$ cat src/rtl/archon_override_arbiter.sv
// -----------------------------------------------------------------------------
// archon_override_arbiter
//
// Purpose:
//   Arbitrates four override sources (quantum override, analog lock, analog
//   flush, ML predictor) into a single registered stall / flush / lock command
//   for the pipeline CPU. A five-state FSM (IDLE, STALL, FLUSH, LOCK, COOLDOWN)
//   sequences each grant. Every command and status output is registered, so a
//   request sampled on one rising edge shows up on the outputs right after
//   that edge.
//
// Parameters:
//   STALL_CYCLES    - cycles cmd_stall is held per stall grant      (1..255)
//   FLUSH_TIMEOUT   - max cycles spent waiting for cpu_flush_ack    (1..255)
//   LOCK_MIN        - minimum cycles cmd_lock is held per lock grant (1..255)
//   COOLDOWN_CYCLES - quiet cycles after any grant, 0 skips COOLDOWN (0..255)
//
// Ports:
//   clk                  in   system clock, rising edge
//   reset                in   synchronous, active-low reset
//   quantum_override_req in   level request for lock, highest priority
//   analog_lock_req      in   level request for lock
//   analog_flush_req     in   level request for flush
//   ml_predicted_action  in   [1:0] 00 none, 01 stall, 10 flush, 11 lock
//   cpu_flush_ack        in   one-cycle pulse, flush completed
//   cmd_stall            out  stall command (registered)
//   cmd_flush            out  flush command (registered)
//   cmd_lock             out  lock command (registered)
//   grant_src            out  [1:0] 0 quantum, 1 analog_lock, 2 analog_flush, 3 ml
//   busy                 out  FSM is not in IDLE
//   timeout_err          out  sticky flag, a flush ended without an ack
//   grant_count          out  [7:0] saturating count of grants issued
//
// Configuration macro:
//   ARCHON_ARB_ML_EN - when defined, ml_predicted_action takes part in IDLE
//                      arbitration. When undefined the port stays present but
//                      is ignored, so grant_src never reports 3.
// -----------------------------------------------------------------------------
module archon_override_arbiter #(
  parameter int unsigned STALL_CYCLES    = 4,
  parameter int unsigned FLUSH_TIMEOUT   = 8,
  parameter int unsigned LOCK_MIN        = 2,
  parameter int unsigned COOLDOWN_CYCLES = 3
) (
  input  logic       clk,
  input  logic       reset,
  input  logic       quantum_override_req,
  input  logic       analog_lock_req,
  input  logic       analog_flush_req,
  input  logic [1:0] ml_predicted_action,
  input  logic       cpu_flush_ack,
  output logic       cmd_stall,
  output logic       cmd_flush,
  output logic       cmd_lock,
  output logic [1:0] grant_src,
  output logic       busy,
  output logic       timeout_err,
  output logic [7:0] grant_count
);

  typedef enum logic [2:0] {
    IDLE,
    STALL,
    FLUSH,
    LOCK,
    COOLDOWN
  } state_t;

  localparam logic [1:0] SRC_QUANTUM = 2'd0;
  localparam logic [1:0] SRC_ALOCK   = 2'd1;
  localparam logic [1:0] SRC_AFLUSH  = 2'd2;
  localparam logic [1:0] SRC_ML      = 2'd3;

  localparam logic [7:0] STALL_LEN = 8'(STALL_CYCLES);
  localparam logic [7:0] FLUSH_LEN = 8'(FLUSH_TIMEOUT);
  localparam logic [7:0] LOCK_LEN  = 8'(LOCK_MIN);
  localparam logic [7:0] COOL_LEN  = 8'(COOLDOWN_CYCLES);

  // Where a finished grant goes: a zero-length cooldown drops straight to IDLE.
  localparam state_t     EXIT_STATE = (COOLDOWN_CYCLES == 0) ? IDLE : COOLDOWN;
  localparam logic [7:0] EXIT_CNT   = (COOLDOWN_CYCLES == 0) ? 8'd0 : 8'd1;

  state_t     state_q;
  state_t     state_d;
  logic [7:0] phase_cnt_q;
  logic [7:0] phase_cnt_d;
  logic [1:0] src_d;
  logic       grant;
  logic       timeout_hit;

  logic       lock_req;
  logic [1:0] lock_src;
  logic       lock_src_active;
  logic [1:0] ml_action;

  // With the ML predictor compiled out the port is tied off internally to
  // "no action"; the reduction keeps the unused input visible to lint.
`ifdef ARCHON_ARB_ML_EN
  assign ml_action = ml_predicted_action;
`else
  logic unused_ml;
  assign unused_ml = ^ml_predicted_action;
  assign ml_action = 2'b00;
`endif

  // Hardware lock sources; quantum outranks analog when both are high.
  assign lock_req = quantum_override_req | analog_lock_req;
  assign lock_src = quantum_override_req ? SRC_QUANTUM : SRC_ALOCK;

  // Level of whichever source won the current lock. An ML lock has no level
  // to follow, so it releases purely on LOCK_MIN.
  always_comb begin
    lock_src_active = 1'b0;
    case (grant_src)
      SRC_QUANTUM: lock_src_active = quantum_override_req;
      SRC_ALOCK:   lock_src_active = analog_lock_req;
      default:     lock_src_active = 1'b0;
    endcase
  end

  // Next-state logic. phase_cnt counts the cycles spent in the current phase
  // starting at 1 on entry; LOCK stops counting once LOCK_MIN is reached so
  // a long-held lock cannot wrap the counter. Any move into STALL, FLUSH or
  // LOCK (including a preemption) raises grant for one cycle.
  always_comb begin
    state_d     = state_q;
    phase_cnt_d = phase_cnt_q;
    src_d       = grant_src;
    grant       = 1'b0;
    timeout_hit = 1'b0;

    case (state_q)
      IDLE: begin
        if (lock_req) begin
          state_d     = LOCK;
          src_d       = lock_src;
          phase_cnt_d = 8'd1;
          grant       = 1'b1;
        end else if (analog_flush_req) begin
          state_d     = FLUSH;
          src_d       = SRC_AFLUSH;
          phase_cnt_d = 8'd1;
          grant       = 1'b1;
        end else if (ml_action != 2'b00) begin
          src_d       = SRC_ML;
          phase_cnt_d = 8'd1;
          grant       = 1'b1;
          case (ml_action)
            2'b11:   state_d = LOCK;
            2'b10:   state_d = FLUSH;
            default: state_d = STALL;
          endcase
        end
      end

      STALL: begin
        if (lock_req) begin
          state_d     = LOCK;
          src_d       = lock_src;
          phase_cnt_d = 8'd1;
          grant       = 1'b1;
        end else if (analog_flush_req) begin
          state_d     = FLUSH;
          src_d       = SRC_AFLUSH;
          phase_cnt_d = 8'd1;
          grant       = 1'b1;
        end else if (phase_cnt_q == STALL_LEN) begin
          state_d     = EXIT_STATE;
          phase_cnt_d = EXIT_CNT;
        end else begin
          phase_cnt_d = phase_cnt_q + 8'd1;
        end
      end

      // Not preemptible. An ack arriving on the final counted cycle still
      // wins over the timeout.
      FLUSH: begin
        if (cpu_flush_ack) begin
          state_d     = EXIT_STATE;
          phase_cnt_d = EXIT_CNT;
        end else if (phase_cnt_q == FLUSH_LEN) begin
          state_d     = EXIT_STATE;
          phase_cnt_d = EXIT_CNT;
          timeout_hit = 1'b1;
        end else begin
          phase_cnt_d = phase_cnt_q + 8'd1;
        end
      end

      LOCK: begin
        if (phase_cnt_q >= LOCK_LEN) begin
          if (!lock_src_active) begin
            state_d     = EXIT_STATE;
            phase_cnt_d = EXIT_CNT;
          end
        end else begin
          phase_cnt_d = phase_cnt_q + 8'd1;
        end
      end

      // Only hardware lock requests may cut the quiet period short; other
      // requests that stay high are picked up once back in IDLE.
      COOLDOWN: begin
        if (lock_req) begin
          state_d     = LOCK;
          src_d       = lock_src;
          phase_cnt_d = 8'd1;
          grant       = 1'b1;
        end else if (phase_cnt_q == COOL_LEN) begin
          state_d     = IDLE;
          phase_cnt_d = 8'd0;
        end else begin
          phase_cnt_d = phase_cnt_q + 8'd1;
        end
      end

      default: begin
        state_d     = IDLE;
        phase_cnt_d = 8'd0;
      end
    endcase
  end

  // State, counters and outputs. Commands are decoded from the next state so
  // they come out of flops aligned with state_q.
  always_ff @(posedge clk) begin
    if (!reset) begin
      state_q     <= IDLE;
      phase_cnt_q <= 8'd0;
      grant_src   <= SRC_QUANTUM;
      cmd_stall   <= 1'b0;
      cmd_flush   <= 1'b0;
      cmd_lock    <= 1'b0;
      busy        <= 1'b0;
      timeout_err <= 1'b0;
      grant_count <= 8'd0;
    end else begin
      state_q     <= state_d;
      phase_cnt_q <= phase_cnt_d;
      grant_src   <= src_d;
      cmd_stall   <= (state_d == STALL);
      cmd_flush   <= (state_d == FLUSH);
      cmd_lock    <= (state_d == LOCK);
      busy        <= (state_d != IDLE);
      if (timeout_hit) begin
        timeout_err <= 1'b1;
      end
      if (grant && (grant_count != 8'hFF)) begin
        grant_count <= grant_count + 8'd1;
      end
    end
  end

endmodule

$ cat config.mk
export PLATFORM = sky130hd
export DESIGN_NAME = archon_override_arbiter
export DESIGN_NICKNAME = d
export VERILOG_FILES = /design/src/rtl/archon_override_arbiter.sv
export SDC_FILE = /design/constraint.sdc
export NUM_CORES = 1
export LEC_CHECK = 0
export ABC_AREA = 1
export BUFFER_PORTS_ARGS = -buffer_cell sky130_fd_sc_hd__buf_2
export CAP_MARGIN = 20
export CELL_PAD_IN_SITES_DETAIL_PLACEMENT = 0
export CELL_PAD_IN_SITES_GLOBAL_PLACEMENT = 2
export CORE_MARGIN = 1.5
export CORE_UTILIZATION = 33
export DETAILED_ROUTE_END_ITERATION = 8
export PLACE_DENSITY = 0.87
export SLEW_MARGIN = 20
export SYNTH_ARGS = -nofsm -noshare
export SYNTH_HDL_FRONTEND = slang
export SYNTH_SLANG_ARGS = --single-unit
$ cat constraint.sdc
create_clock -name clk -period 4.2 [get_ports clk]
set_input_delay 0.42 -clock clk [delete_from_list [all_inputs] [get_ports clk]]
set_output_delay 0.42 -clock clk [all_outputs]
set_load 0.02 [all_outputs]
; ---- Word-level counts from Yosys, hierarchy flattened
; Cells that the tools add are included.
; W data, S select, Z words.
[totals]
reg_bits = 26
input_bits = 8
output_inout_bits = 15
elab_cells = 74
[classes]
add_sub_neg = 2
n_lt_le_gt_ge = 1
eq_ne = 16
mux = 37
n_bitwise = 1
n_reduce_logical = 8
[ops]
columns = op, n
row1 = $mux W8, 11
row2 = $pmux W8 S5, 1
row3 = $mux W3, 11
row4 = $add A8 B1 Y8 const B, 2
row5 = $pmux W3 S5, 1
row6 = $eq A3 B2 Y1 const B, 4
row7 = $eq A8 B2 Y1 const B, 1
row8 = $eq A8 B3 Y1 const B, 1
row9 = $eq A8 B4 Y1 const B, 1
row10 = $ge A8 B2 Y1 const B, 1
row11 = $ne A8 B8 Y1 const B, 1
row12 = $mux W1, 7
row13 = $eq A3 B1 Y1 const B, 2
row14 = $mux W2, 3
row15 = $ne A3 B3 Y1 const B, 2
row16 = $pmux W1 S2, 2
row17 = $pmux W2 S2, 1
row18 = $eq A3 B3 Y1 const B, 1
row19 = $logic_not A3 Y1, 1
row20 = $ne A3 B1 Y1 const B, 1
row21 = $reduce_and A3 Y1, 1
row22 = $reduce_bool A3 Y1, 1
row23 = $eq A2 B1 Y1 const B, 1
row24 = $logic_not A2 Y1, 1
row25 = other kinds (6), 6

; ---- Depth between registers and ports, before layout
; Gate-level depths: netlist (run 1).
[logic_depth]
depth_word = 6
ltp_mapped = 12
depth_no_buf = 12

; ---- Worst setup path before layout (run 1)
; OpenSTA, ideal clock, no wires.
[synth_path]
path_type = register to register
start = register grant_count[0]
end = register grant_count[0]
setup_time_ns = 0.135
arrival_ns = 1.535
required_time_ns = 4.065
path_slack_ns = 2.530
path_stages_with_launch = 8
path_buffers = 0
path_cell_list = dfxtp_1 ha_1 nand3_1 or2_2 nand2_4 inv_6 o21ai_2 a21oi_1
[synth_via]
elab_chain_len = 2
[synth_lines]
columns = item, line
row1 = from (decl), 58  ; output logic [7:0] grant_count
row2 = from (signal assigned), 249  ; grant_count <= grant_count + 8'd1;
row3 = branches (longest 2 deep; another with $add A8 B1 Y8), --
; Parallel ways; which one is timed is not known.
; A chain may end at the register's enable or synchronous reset.

; ---- Worst setup path after layout (run 1)
[layout_path]
start = register phase_cnt_q[1]
end = register phase_cnt_q[5]
[layout_via]
elab_chain_len = 5
[layout_lines]
columns = item, line
row1 = from (decl), 85  ; logic [7:0] phase_cnt_q;
row2 = from (signal assigned), 239  ; phase_cnt_q <= phase_cnt_d;
row3 = $add A8 B1 Y8 / $eq A8 B3 Y1 (equally long branches), --
row4 = $mux W8, 167  ; end else if (phase_cnt_q == STALL_LEN) begin
row5 = $mux W8, 162  ; end else if (analog_flush_req) begin
row6 = $mux W8, 157  ; if (lock_req) begin
row7 = $pmux W8 S5, 132  ; case (state_q)
; Parallel ways exist; a longest one is shown, timed or not.

==> summary.txt, run 1 <==
STA
  • Unrepaired setup endpoints after global routing: no
  • Peak Freq: 563.3 MHz
  • Crit share post-route: 0.4227
  • Final Max Tran Viols: 0
  • Slew of the pin with the lowest slew margin: between 0.3 and 0.4 ns
  • Final Worst Setup Slack: ~2.4 ns
  • Setup TNS: 0 ns
  • Max-slew headroom: 0.7499
  • Finish-stage setup viols: 0
  • Final Skew: 0.01143 ns
  • Final Hold Fails: 0
  • Tmin final: roughly 1.8 ns

Yosys
  • Synthesized area: 1550 sq um
  • Yosys cell types: 32
  • Mux cell area share after synthesis: 0
  • Yosys warns: 0
  • Post-Synth XOR/XNOR Area: 0.02260
  • Mapped Cells: 233
  • Synth Area in Adders: 0.03228
  • Mapped Nets: 245
  • Main combinational cell family by area after synthesis: simple AND/OR/NAND/NOR gates
  • Seq/Total Area, Yosys: 0.3358
  • Avg Cell Area, Syn: between 6 and 7 sq um
  • Register bit count reported by yosys: 26
  • Synth Area in Simple Gates: 0.4181
  • Synth Area in Compound Gates: 0.1025

Die
  • Die Y: about 70 microns
  • Die area: 5118 sq um
  • Die X-Extent: between 70 and 80 microns
  • Initial core utilization: 0.3488
  • # IOs: 23
  • Std-Cell Rows: 24
  • Core area: ~4400 sq um

Run status
  • Status: completed

Place
  • Pre-CTS setup slack: ~2.4 ns
  • Port bufs: 20
  • RePlAce Congestion: just over 0.8
  • Detailed Place HPWL: about 2.8 mm

Power and ir drop
  • Sequential power share: 0.463
  • Psw: around 0.22 mW
  • Leakage: 0.8195 nW
  • Part of the power in the clock network: 0.272
  • Logic pwr share: 0.265
  • Sw Share: 0.3481
  • P_int: 0.4028 mW
  • Max VDD drop: around 170 uV
  • PD cells: around 350 nW/um^2

Flow run
  • Max Cap Viol: 0

Clocking
  • Sink Count: 26
  • CTS root buffer: clkbuf_8
  • H-tree depth: 1
  • CTS max path bufs: 2
  • CTS clk-pin slew, worst paths: around 0.10 ns
  • Total CTS buffers: 3
  • Clk Latency, worst-skew pair: roughly 0.28 ns
  • Setup bufs post-CTS: 0
  • CTS tree: built
  • Hold buffers post-CTS: 0
  • Post-CTS resize count: 0

Route
  • Total number of vias: 1,460
  • DR pass1 iterations: 6
  • Wirelength per Cell: roughly 12 microns
  • Final WL: 3.767 mm
  • Vias per inst: ~4.8
  • Initial drt markers: 77
  • DRT antenna net count: 0
  • Residual DRC: 0

Finish
  • # fillers: approximately 480
  • Leading cell type in the layout, fill and taps excluded: nand2_1
  • Share of cells above drive strength 1: 0.1922
  • N_diodes: 0
  • Most frequent cells in the layout: nand2_1 (52), nor2_1 (34), dfxtp_1 (26), inv_1 (24), nand3_1 (21)
  • Area growth syn-to-layout: 13.16%
  • Nets: roughly 270

Global routing
  • First-pass GRT wire length: roughly 6.5 mm
  • Pin count of the biggest net entering global routing: 16
  • GRT Overall Usage: 0.1582
  • Vias in the first global route: 1,305
  • GRT overflow: 0
  • Initial antenna violation count: 0

Worst hold path
  • Worst hold path type: primary input to flop

Critical path
  • Crit path max fanout: 6
  • Worst path max stage delay: about 0.43 ns
  • CP max-delay cell: dfxtp_1
  • Most frequent CP cell: nor2_1
  • CP bufs+invs: 0
  • Crit Path Class: flop to flop
  • Crit. End Element: flop
  • Worst-path cell chain: ha_1 > nor3b_1 > nand2_1 > nand3_1 > nand4_1 > nor2_1 > nor2_1
  • WP data arrival: 1.96 ns
  • CP Launch Type: flop
  • Required @ worst endpoint: 4.38 ns
  • CP delay by family, top: simple AND/OR/NAND/NOR gates
power by group through the flow:
| stage | logic [mW] | clock network, mW | registers (mW) |
|---|---|---|---|
| final | 0.164 | 0.168 | 0.286 |
| after global routing | 0.184 | 0.182 | 0.291 |
| after CTS | 0.166 | 0.172 | 0.287 |
| after detailed placement | 0.165 | 0 | 0.292 |
| after global placement | 0.166 | 0 | 0.292 |
| after floorplan | 0.106 | 0 | 0.306 |
routing by layer:
metal  global-route usage  part of all wire  wire [microns]
met1               0.2243              0.51            1919
met2               0.2503              0.45            1693
met3              0.03376             0.033             125
met4              0.03145            0.0077              29
met5                    0                 0               0
metrics by stage:
| step | std cells | cell area (sq um) | hold slack (ns) | utilization | power (mW) |
|---|---|---|---|---|---|
| 3_3_place_gp | 303 | 1699 | 0.4482 | 0.3823 | 0.4580 |
| 3_5_place_dp | 303 | 1699 | 0.4560 | 0.3823 | 0.4573 |
| 2_1_floorplan | 233 | 1550 | 0.4860 | - | 0.4119 |
| 4_1_cts | 307 | 1754 | 0.4491 | 0.3947 | 0.6250 |
| 5_1_grt | 307 | 1754 | 0.4918 | 0.3947 | 0.6565 |
| 6_report | 307 | 1754 | 0.4606 | 0.3947 | 0.6179 |
registers in the layout, indices dropped and copies added, names as in the netlist:
name / flops
grant_count: 8
phase_cnt_q: 8
state_q: 3
grant_src: 2
busy: 1
cmd_flush: 1
cmd_lock: 1
cmd_stall: 1
timeout_err: 1
synth_stat cells:
| cell type | n | area, sq um |
|---|---|---|
| nand4_1 | 8 | 50.05 |
| inv_6 | 1 | 8.760 |
| o21bai_1 | 1 | 7.510 |
| ha_1 | 4 | 50.05 |
| a211oi_1 | 1 | 7.510 |
| inv_2 | 5 | 18.77 |
| a21oi_2 | 1 | 8.760 |
| nand2_2 | 7 | 43.79 |
| buf_6 | 1 | 11.26 |
| clkinv_1 | 1 | 3.750 |
| buf_2 | 1 | 5.000 |
| nand3_1 | 21 | 105.1 |
| inv_1 | 24 | 90.09 |
| nor4_1 | 1 | 6.260 |
| nand2_4 | 2 | 22.52 |
| xor2_1 | 2 | 17.52 |
| a31oi_1 | 1 | 6.260 |
| nor3b_1 | 2 | 15.01 |
| nor2_1 | 34 | 127.6 |
| nor2_2 | 4 | 25.02 |
| nor2_4 | 3 | 33.78 |
| nand2_1 | 52 | 195.2 |
| nor3_1 | 2 | 10.01 |
| or2_2 | 1 | 6.260 |
| o21ai_2 | 1 | 8.760 |
| a21oi_1 | 10 | 50.05 |
| dfxtp_1 | 26 | 520.5 |
| o21ai_0 | 10 | 50.05 |
| nand3b_1 | 1 | 7.510 |
| xnor2_1 | 2 | 17.52 |
| o211a_1 | 1 | 10.01 |
| o21ai_1 | 2 | 10.01 |
path summary, 6_finish.rpt:
kind | from | end | slack [ns] | depth (start not counted)
worst max register to register | phase_cnt_q[1] | phase_cnt_q[5] | 2.42 | 7
worst min register to register | timeout_err | timeout_err | 0.48 | 2
worst max-delay path | phase_cnt_q[1] | phase_cnt_q[5] | 2.42 | 7
worst min-delay path | quantum_override_req | grant_src[0] | 0.46 | 4
area by class of cell:
type                    count  area, sq um  area share
repair buffers             20        100.1     0.05706
well taps                  52        65.06     0.03709
inverters                  31        121.4     0.06919
flip-flops and latches     26        520.5      0.2967
multi-input cells         174        892.1      0.5086
clock buffers               4        55.05     0.03138
cell families after synthesis:
family | count (synthesis)
fa+ha+maj | 4
flops | 26
simple gates | 138
buf+inv | 33
xor+xnor | 4
compound gates | 28
worst reg2reg max path, delay by kind of cell, from the launching register on:
family | cells | cell delay, ns
adder cells (fa/ha/maj) | 1 | 0.31
AND/OR/NAND/NOR | 6 | 0.94
flip-flops | 1 | 0.43
(Power assumes the default switching activity.)
==> run 2, diff against run 1 <==
CORE_UTILIZATION = 30   (was 33)
PLACE_DENSITY = 0.8   (was 0.87)
clock period = 1.8 ns   (was 4.2 ns; I/O delays follow)
==> summary.txt, run 2 (same netlist as run 1, synthesis figures left out) <==
Critical path
  • Critical path endpoint: phase_cnt_q[5]
  • Worst-path cell chain: inv_2 > ha_1 > nand3_1 > nor2_2 > inv_1 > nand3_1 > nand4_1 > nor2_2 > nor2_1
  • R2R cell count: 9 (+2)
  • Setup slack, reg-to-reg: 0.15 ns (-2.27 ns)
  • Crit. End Element: flop
  • RR Startpoint: phase_cnt_q[0]
  • Required @ worst endpoint: 1.98 ns (-2.40 ns)
  • WP data arrival: 1.82 ns (-0.14 ns)
  • CP Launch Type: flop
  • Worst Setup SP: phase_cnt_q[0]
  • Reg-to-Reg End: phase_cnt_q[5]
  • Crit path max fanout: 5 (-1)
  • Crit Path Class: flop to flop
  • Worst path max stage delay: 0.36 ns (-0.07 ns)
  • CP max-delay cell: dfxtp_2

Finish
  • Area growth syn-to-layout: 19.53%
  • Largest regs: grant_count x8, phase_cnt_q x8, state_q x3
  • Most frequent cells in the layout: nand2_1 (52), nor2_1 (30), dfxtp_1 (25), inv_1 (23), nand3_1 (21)
  • Nets: 279 (+4.1%)
  • # fillers: 531 (+12%)
  • Post-route design area: 1853 sq um (+5.6%)
  • N_diodes: 0 (unchanged)
  • Final Util: 0.3822 (-0.01251)
  • Leading cell type in the layout, fill and taps excluded: nand2_1
  • Share of cells above drive strength 1: 0.2453 (+0.05313)

Run status
  • Status: completed

Place
  • RePlAce Congestion: 0.8105 (-1.6%)
  • Placed Area: 1800 sq um (+6.0%)
  • Detailed Place HPWL: 2.995 mm (+5.1%)
  • Port bufs: 20 (unchanged)

Die
  • Die Y: 74.89 microns (+4.7%)
  • Die area: 5608 sq um (+9.6%)
  • Std-Cell Rows: 25 (+4.2%)
  • Core area: 4848 sq um (+9.1%)
  • Initial core utilization: 0.3197 (-0.02908)
  • # IOs: 23 (unchanged)
  • Die X-Extent: 74.89 microns (+4.7%)

STA
  • Final Max Tran Viols: 0 (unchanged)
  • Unrepaired setup endpoints after global routing: no
  • Final Hold Fails: 0 (unchanged)
  • Setup TNS: 0 ns (unchanged)
  • Finish-stage setup viols: 0 (unchanged)
  • Tmin final: 1.647 ns (-0.1282 ns)
  • Max-slew headroom: 0.8093 (+0.05936)
  • Crit share post-route: 0.9151 (+0.4924)
  • Slew of the pin with the lowest slew margin: 0.2853 ns (-0.08759 ns)
  • Peak Freq: 607.1 MHz (+7.8%)
  • Final Skew: 0.002953 ns (-0.008478 ns)

Global routing
  • GRT overflow: 0 (unchanged)
  • Pin count of the biggest net entering global routing: 15 (-1)
  • First-pass GRT wire length: 6.575 mm (+1.8%)
  • Vias in the first global route: 1,378 (+5.6%)
  • GRT Overall Usage: 0.1565 (-0.001689)
  • Initial antenna violation count: 0 (unchanged)

Route
  • Residual DRC: 0 (unchanged)
  • Total number of vias: 1,540 (+5.5%)
  • Vias per inst: 4.639 (-2.5%)
  • DRT antenna net count: 0 (unchanged)
  • DR pass1 iterations: 6 (unchanged)
  • Initial drt markers: 83 (+7.8%)
  • Wirelength per Cell: 11.76 microns (-4.1%)
  • Final WL: 3.905 mm (+3.7%)

Worst hold path
  • Worst hold path type: primary input to flop

Clocking
  • CTS tree: built
  • H-tree depth: 1 (unchanged)
  • CTS clk-pin slew, worst paths: 0.09 ns (about the same)
  • Clk Latency, worst-skew pair: 0.28 ns (about the same)
  • Sink Count: 26 (unchanged)
  • CTS max path bufs: 2 (unchanged)
  • Total CTS buffers: 3 (unchanged)
  • CTS root buffer: clkbuf_8

Power and ir drop
  • Max VDD drop: 330.2 uV (+91%)
  • PD cells: 771.4 nW/um^2 (+120%)
  • Leakage: 0.8666 nW (+5.7%)

Flow run
  • Max Cap Viol: 0 (unchanged)
[run 2: cell count changes in the layout (fill, tap and decap cells not counted)]
| cell | delta |
|---|---|
| o21ai_1 | +1 |
| dfxtp_2 | +1 |
| buf_4 | +11 |
| nor2_2 | +4 |
| dfxtp_1 | -1 |
| inv_2 | +1 |
| clkbuf_8 | -1 |
| o21ai_0 | -1 |
| nor2_1 | -4 |
| inv_1 | -1 |
[run 2: what timing repair did]
action / CTS / global route
hold buffers: 0 / 0
setup endpoints to repair: 0 / 13
gates resized for setup: 0 / 7
setup buffers: 0 / 0
[run 2: per-layer routing]
layer	vias to the layer above	track usage	wire length, microns
li1	821	-	-
met1	688	0.2200	1903
met2	26	0.2439	1822
met3	5	0.02008	120
met4	0	0.06061	59
met5	-	0	0
[run 2: area by class of cell]
cell class	instances	area (sq um)	area share
multi-input cells	174	902.1	0.4868
repair buffers	31	182.7	0.09858
well taps	67	83.83	0.04524
clock buffers	3	41.29	0.02228
flip-flops and latches	26	521.8	0.2816
inverters	31	121.4	0.06550
[run 2: worst min path at each step]
| stage | start | to | slack (ns) | cells past startpoint |
|---|---|---|---|---|
| after floorplan | reset | grant_count[0] | 0.29 | 2 |
| after CTS | reset | cmd_lock | 0.18 | 3 |
| after global placement | timeout_err | timeout_err | 0.45 | 2 |
| final | reset | cmd_lock | 0.18 | 3 |
| after global routing | reset | cmd_lock | 0.19 | 3 |
| after detailed placement | timeout_err | timeout_err | 0.47 | 2 |
[run 2: worst max-delay path: cells and delay by family (launching register included)]
family | cells | cell delay (ns)
AND/OR/NAND/NOR | 6 | 0.89
buffers and inverters | 2 | 0.14
adder cells (fa/ha/maj) | 1 | 0.17
flip-flops | 1 | 0.36
[run 2: stage by stage]
| step | cells | total power [mW] | worst slack [ns] | hold slack (ns) |
|---|---|---|---|---|
| 3_3_place_gp | 329 | 1.101 | 0.05813 | 0.4543 |
| 2_1_floorplan | 233 | 0.9611 | 0.1305 | 0.2908 |
| 3_5_place_dp | 329 | 1.098 | 0.05965 | 0.4663 |
| 4_1_cts | 332 | 1.455 | 0.04126 | 0.1773 |
| 5_1_grt | 332 | 1.520 | 0.01890 | 0.1877 |
| 6_report | 332 | 1.430 | 0.1529 | 0.1781 |
[run 2: power by group]
part,leakage [nW],internal [mW],switching [mW]
registers,0.212,0.624,0.0388
logic,0.633,0.144,0.279
clock network,0.0216,0.151,0.193
total,0.867,0.918,0.511
==> run 3, diff against run 2 <==
CELL_PAD_IN_SITES_DETAIL_PLACEMENT = unset   (was 0)
CELL_PAD_IN_SITES_GLOBAL_PLACEMENT = unset   (was 2)
CORE_UTILIZATION = 35   (was 30)
PLACE_DENSITY = unset   (was 0.8)
PLACE_DENSITY_LB_ADDON = 0.1   (was unset)
==> summary.txt, run 3 (same netlist as run 1, synthesis figures left out) <==
Global routing
  • Initial antenna violation count: 0 (unchanged)
  • First-pass GRT wire length: 6.389 mm (-2.8%)
  • GRT overflow: 0 (unchanged)
  • GRT Overall Usage: 0.1640 (+0.007428)
  • Pin count of the biggest net entering global routing: 16 (+1)
  • Vias in the first global route: 1,382 (+0.29%)

Finish
  • Area growth syn-to-layout: 19.77%
  • Share of cells above drive strength 1: 0.2424 (-0.002859)
  • Most frequent cells in the layout: nand2_1 (52), nor2_1 (31), dfxtp_1 (25), inv_1 (23), nand3_1 (21)
  • Largest regs: grant_count x8, phase_cnt_q x8, state_q x3
  • N_diodes: 0 (unchanged)
  • Nets: 277 (-0.72%)
  • Final Util: 0.4324 (+0.05021)
  • Leading cell type in the layout, fill and taps excluded: nand2_1

Die
  • Core area: 4294 sq um (-11%)
  • Initial core utilization: 0.3610 (+0.04127)
  • Std-Cell Rows: 24 (-4.0%)
  • # IOs: 23 (unchanged)
  • Die Y: 69.55 microns (-7.1%)
  • Die X-Extent: 69.55 microns (-7.1%)
  • Die area: 4837 sq um (-14%)

Route
  • Residual DRC: 0 (unchanged)
  • Wirelength per Cell: 11.93 microns (+1.5%)
  • Initial drt markers: 106 (+28%)
  • Total number of vias: 1,499 (-2.7%)
  • DR pass1 iterations: 4 (-2)
  • DRT antenna net count: 0 (unchanged)
  • Vias per inst: 4.744 (+2.3%)
  • Final WL: 3.771 mm (-3.4%)

Worst hold path
  • HP Start: quantum_override_req
  • Worst hold path type: primary input to flop

STA
  • Finish-stage setup viols: 0 (unchanged)
  • Slew of the pin with the lowest slew margin: 0.3661 ns (+0.08082 ns)
  • Setup TNS: 0 ns (unchanged)
  • Tmin final: 1.634 ns (-0.01318 ns)
  • Max-slew headroom: 0.7544 (-0.05482)
  • Final Hold Fails: 0 (unchanged)
  • Peak Freq: 612.0 MHz (+0.81%)
  • Crit share post-route: 0.9078 (-0.007322)
  • Min Hold Slack: 0.2147 ns (+0.03659 ns)
  • Unrepaired setup endpoints after global routing: no
  • Final Skew: 0.003431 ns (+0.0004779 ns)
  • Final Max Tran Viols: 0 (unchanged)

Critical path
  • Worst-path cell chain: inv_2 > ha_1 > nand3_1 > nor2_1 > inv_1 > nand3_1 > nand4_1 > nor2_2 > nor2_1
  • Worst path depth: 9 (unchanged)
  • CP max-delay cell: dfxtp_1
  • Setup slack, reg-to-reg: 0.17 ns (about the same)
  • Critical path endpoint: phase_cnt_q[3]
  • Crit. End Element: flop
  • Worst path max stage delay: 0.34 ns (-0.02 ns)
  • RR Startpoint: phase_cnt_q[0]
  • Crit Path Class: flop to flop
  • Worst Setup SP: phase_cnt_q[0]
  • Required @ worst endpoint: 1.99 ns (about the same)
  • R2R cell count: 9 (unchanged)
  • Crit path max fanout: 4 (-1)
  • WP data arrival: 1.82 ns (about the same)
  • Reg-to-Reg End: phase_cnt_q[3]
  • CP Launch Type: flop
  • CP bufs+invs: 2 (unchanged)
  • CP delay by family, top: simple AND/OR/NAND/NOR gates

Clocking
  • CTS clk-pin slew, worst paths: 0.10 ns (about the same)
  • CTS root buffer: clkbuf_8
  • CTS max path bufs: 2 (unchanged)
  • Sink Count: 26 (unchanged)
  • CTS tree: built
  • Hold buffers post-CTS: 0 (unchanged)
  • Total CTS buffers: 3 (unchanged)
  • Setup bufs post-CTS: 0 (unchanged)
  • H-tree depth: 1 (unchanged)
  • Clk Latency, worst-skew pair: 0.28 ns (about the same)
  • Post-CTS resize count: 0 (unchanged)

Flow run
  • Max Cap Viol: 0 (unchanged)

Power and ir drop
  • Leakage: 0.8814 nW (+1.7%)
  • PD cells: 857.9 nW/um^2 (+11%)
  • Max VDD drop: 373.4 uV (+13%)
  • Power, Total: 1.593 mW (+11%)

Place
  • RePlAce Congestion: 0.8120 (+0.19%)
  • Port bufs: 20 (unchanged)
  • Detailed Place HPWL: 2.872 mm (-4.1%)

Run status
  • Status: completed
## run 3: worst min-delay path by stage
stage                      to  cells after the start  slack, ns
2_1_floorplan  grant_count[0]                      2       0.29
6_report         grant_src[0]                      4       0.21
4_1_cts          grant_src[0]                      4       0.20
3_3_place_gp      timeout_err                      2       0.46
3_5_place_dp      timeout_err                      2       0.46
5_1_grt          grant_src[0]                      4       0.21
## run 3: metal layers
layer | track usage | wire length, microns | part of all wire | vias to the layer above
li1 | - | - | - | 815
met1 | 0.2283 | 1933 | 0.51 | 665
met2 | 0.2585 | 1698 | 0.45 | 14
met3 | 0.02326 | 81 | 0.021 | 5
met4 | 0.05882 | 58 | 0.015 | 0
met5 | 0 | 0 | 0 | -
## run 3: area by class of cell
class	count	area, sq um
multi-input cells	174	909.6
well taps	52	65.06
flip-flops and latches	26	521.8
clock inverters	1	30.03
clock buffers	3	41.29
repair buffers	29	167.7
inverters	31	121.4
fillers	469	2437
## run 3: worst reg2reg max path, cell delays in order, from the launching register on
cell,delay (ns)
dfxtp_1,0.34
inv_2,0.09
ha_1,0.18
nand3_1,0.12
nor2_1,0.17
inv_1,0.07
nand3_1,0.09
nand4_1,0.23
nor2_2,0.19
nor2_1,0.06
## run 3: where the power goes
part           switching [mW]  internal, mW  total, mW  leakage, nW
Sequential             0.0366         0.623      0.659        0.213
Clock                   0.216         0.298      0.515       0.0357
Combinational           0.276         0.143      0.419        0.633
Total                   0.529          1.06       1.59        0.881
## run 3: through the flow
| stage | cells | instance area [sq um] | setup slack (ns) |
|---|---|---|---|
| 2_1_floorplan | 233 | 1550 | 0.1305 |
| 3_3_place_gp | 312 | 1767 | 0.1233 |
| 3_5_place_dp | 312 | 1767 | 0.1242 |
| 4_1_cts | 316 | 1838 | 0.09998 |
| 5_1_grt | 316 | 1857 | 0.006126 |
| 6_report | 316 | 1857 | 0.1660 |
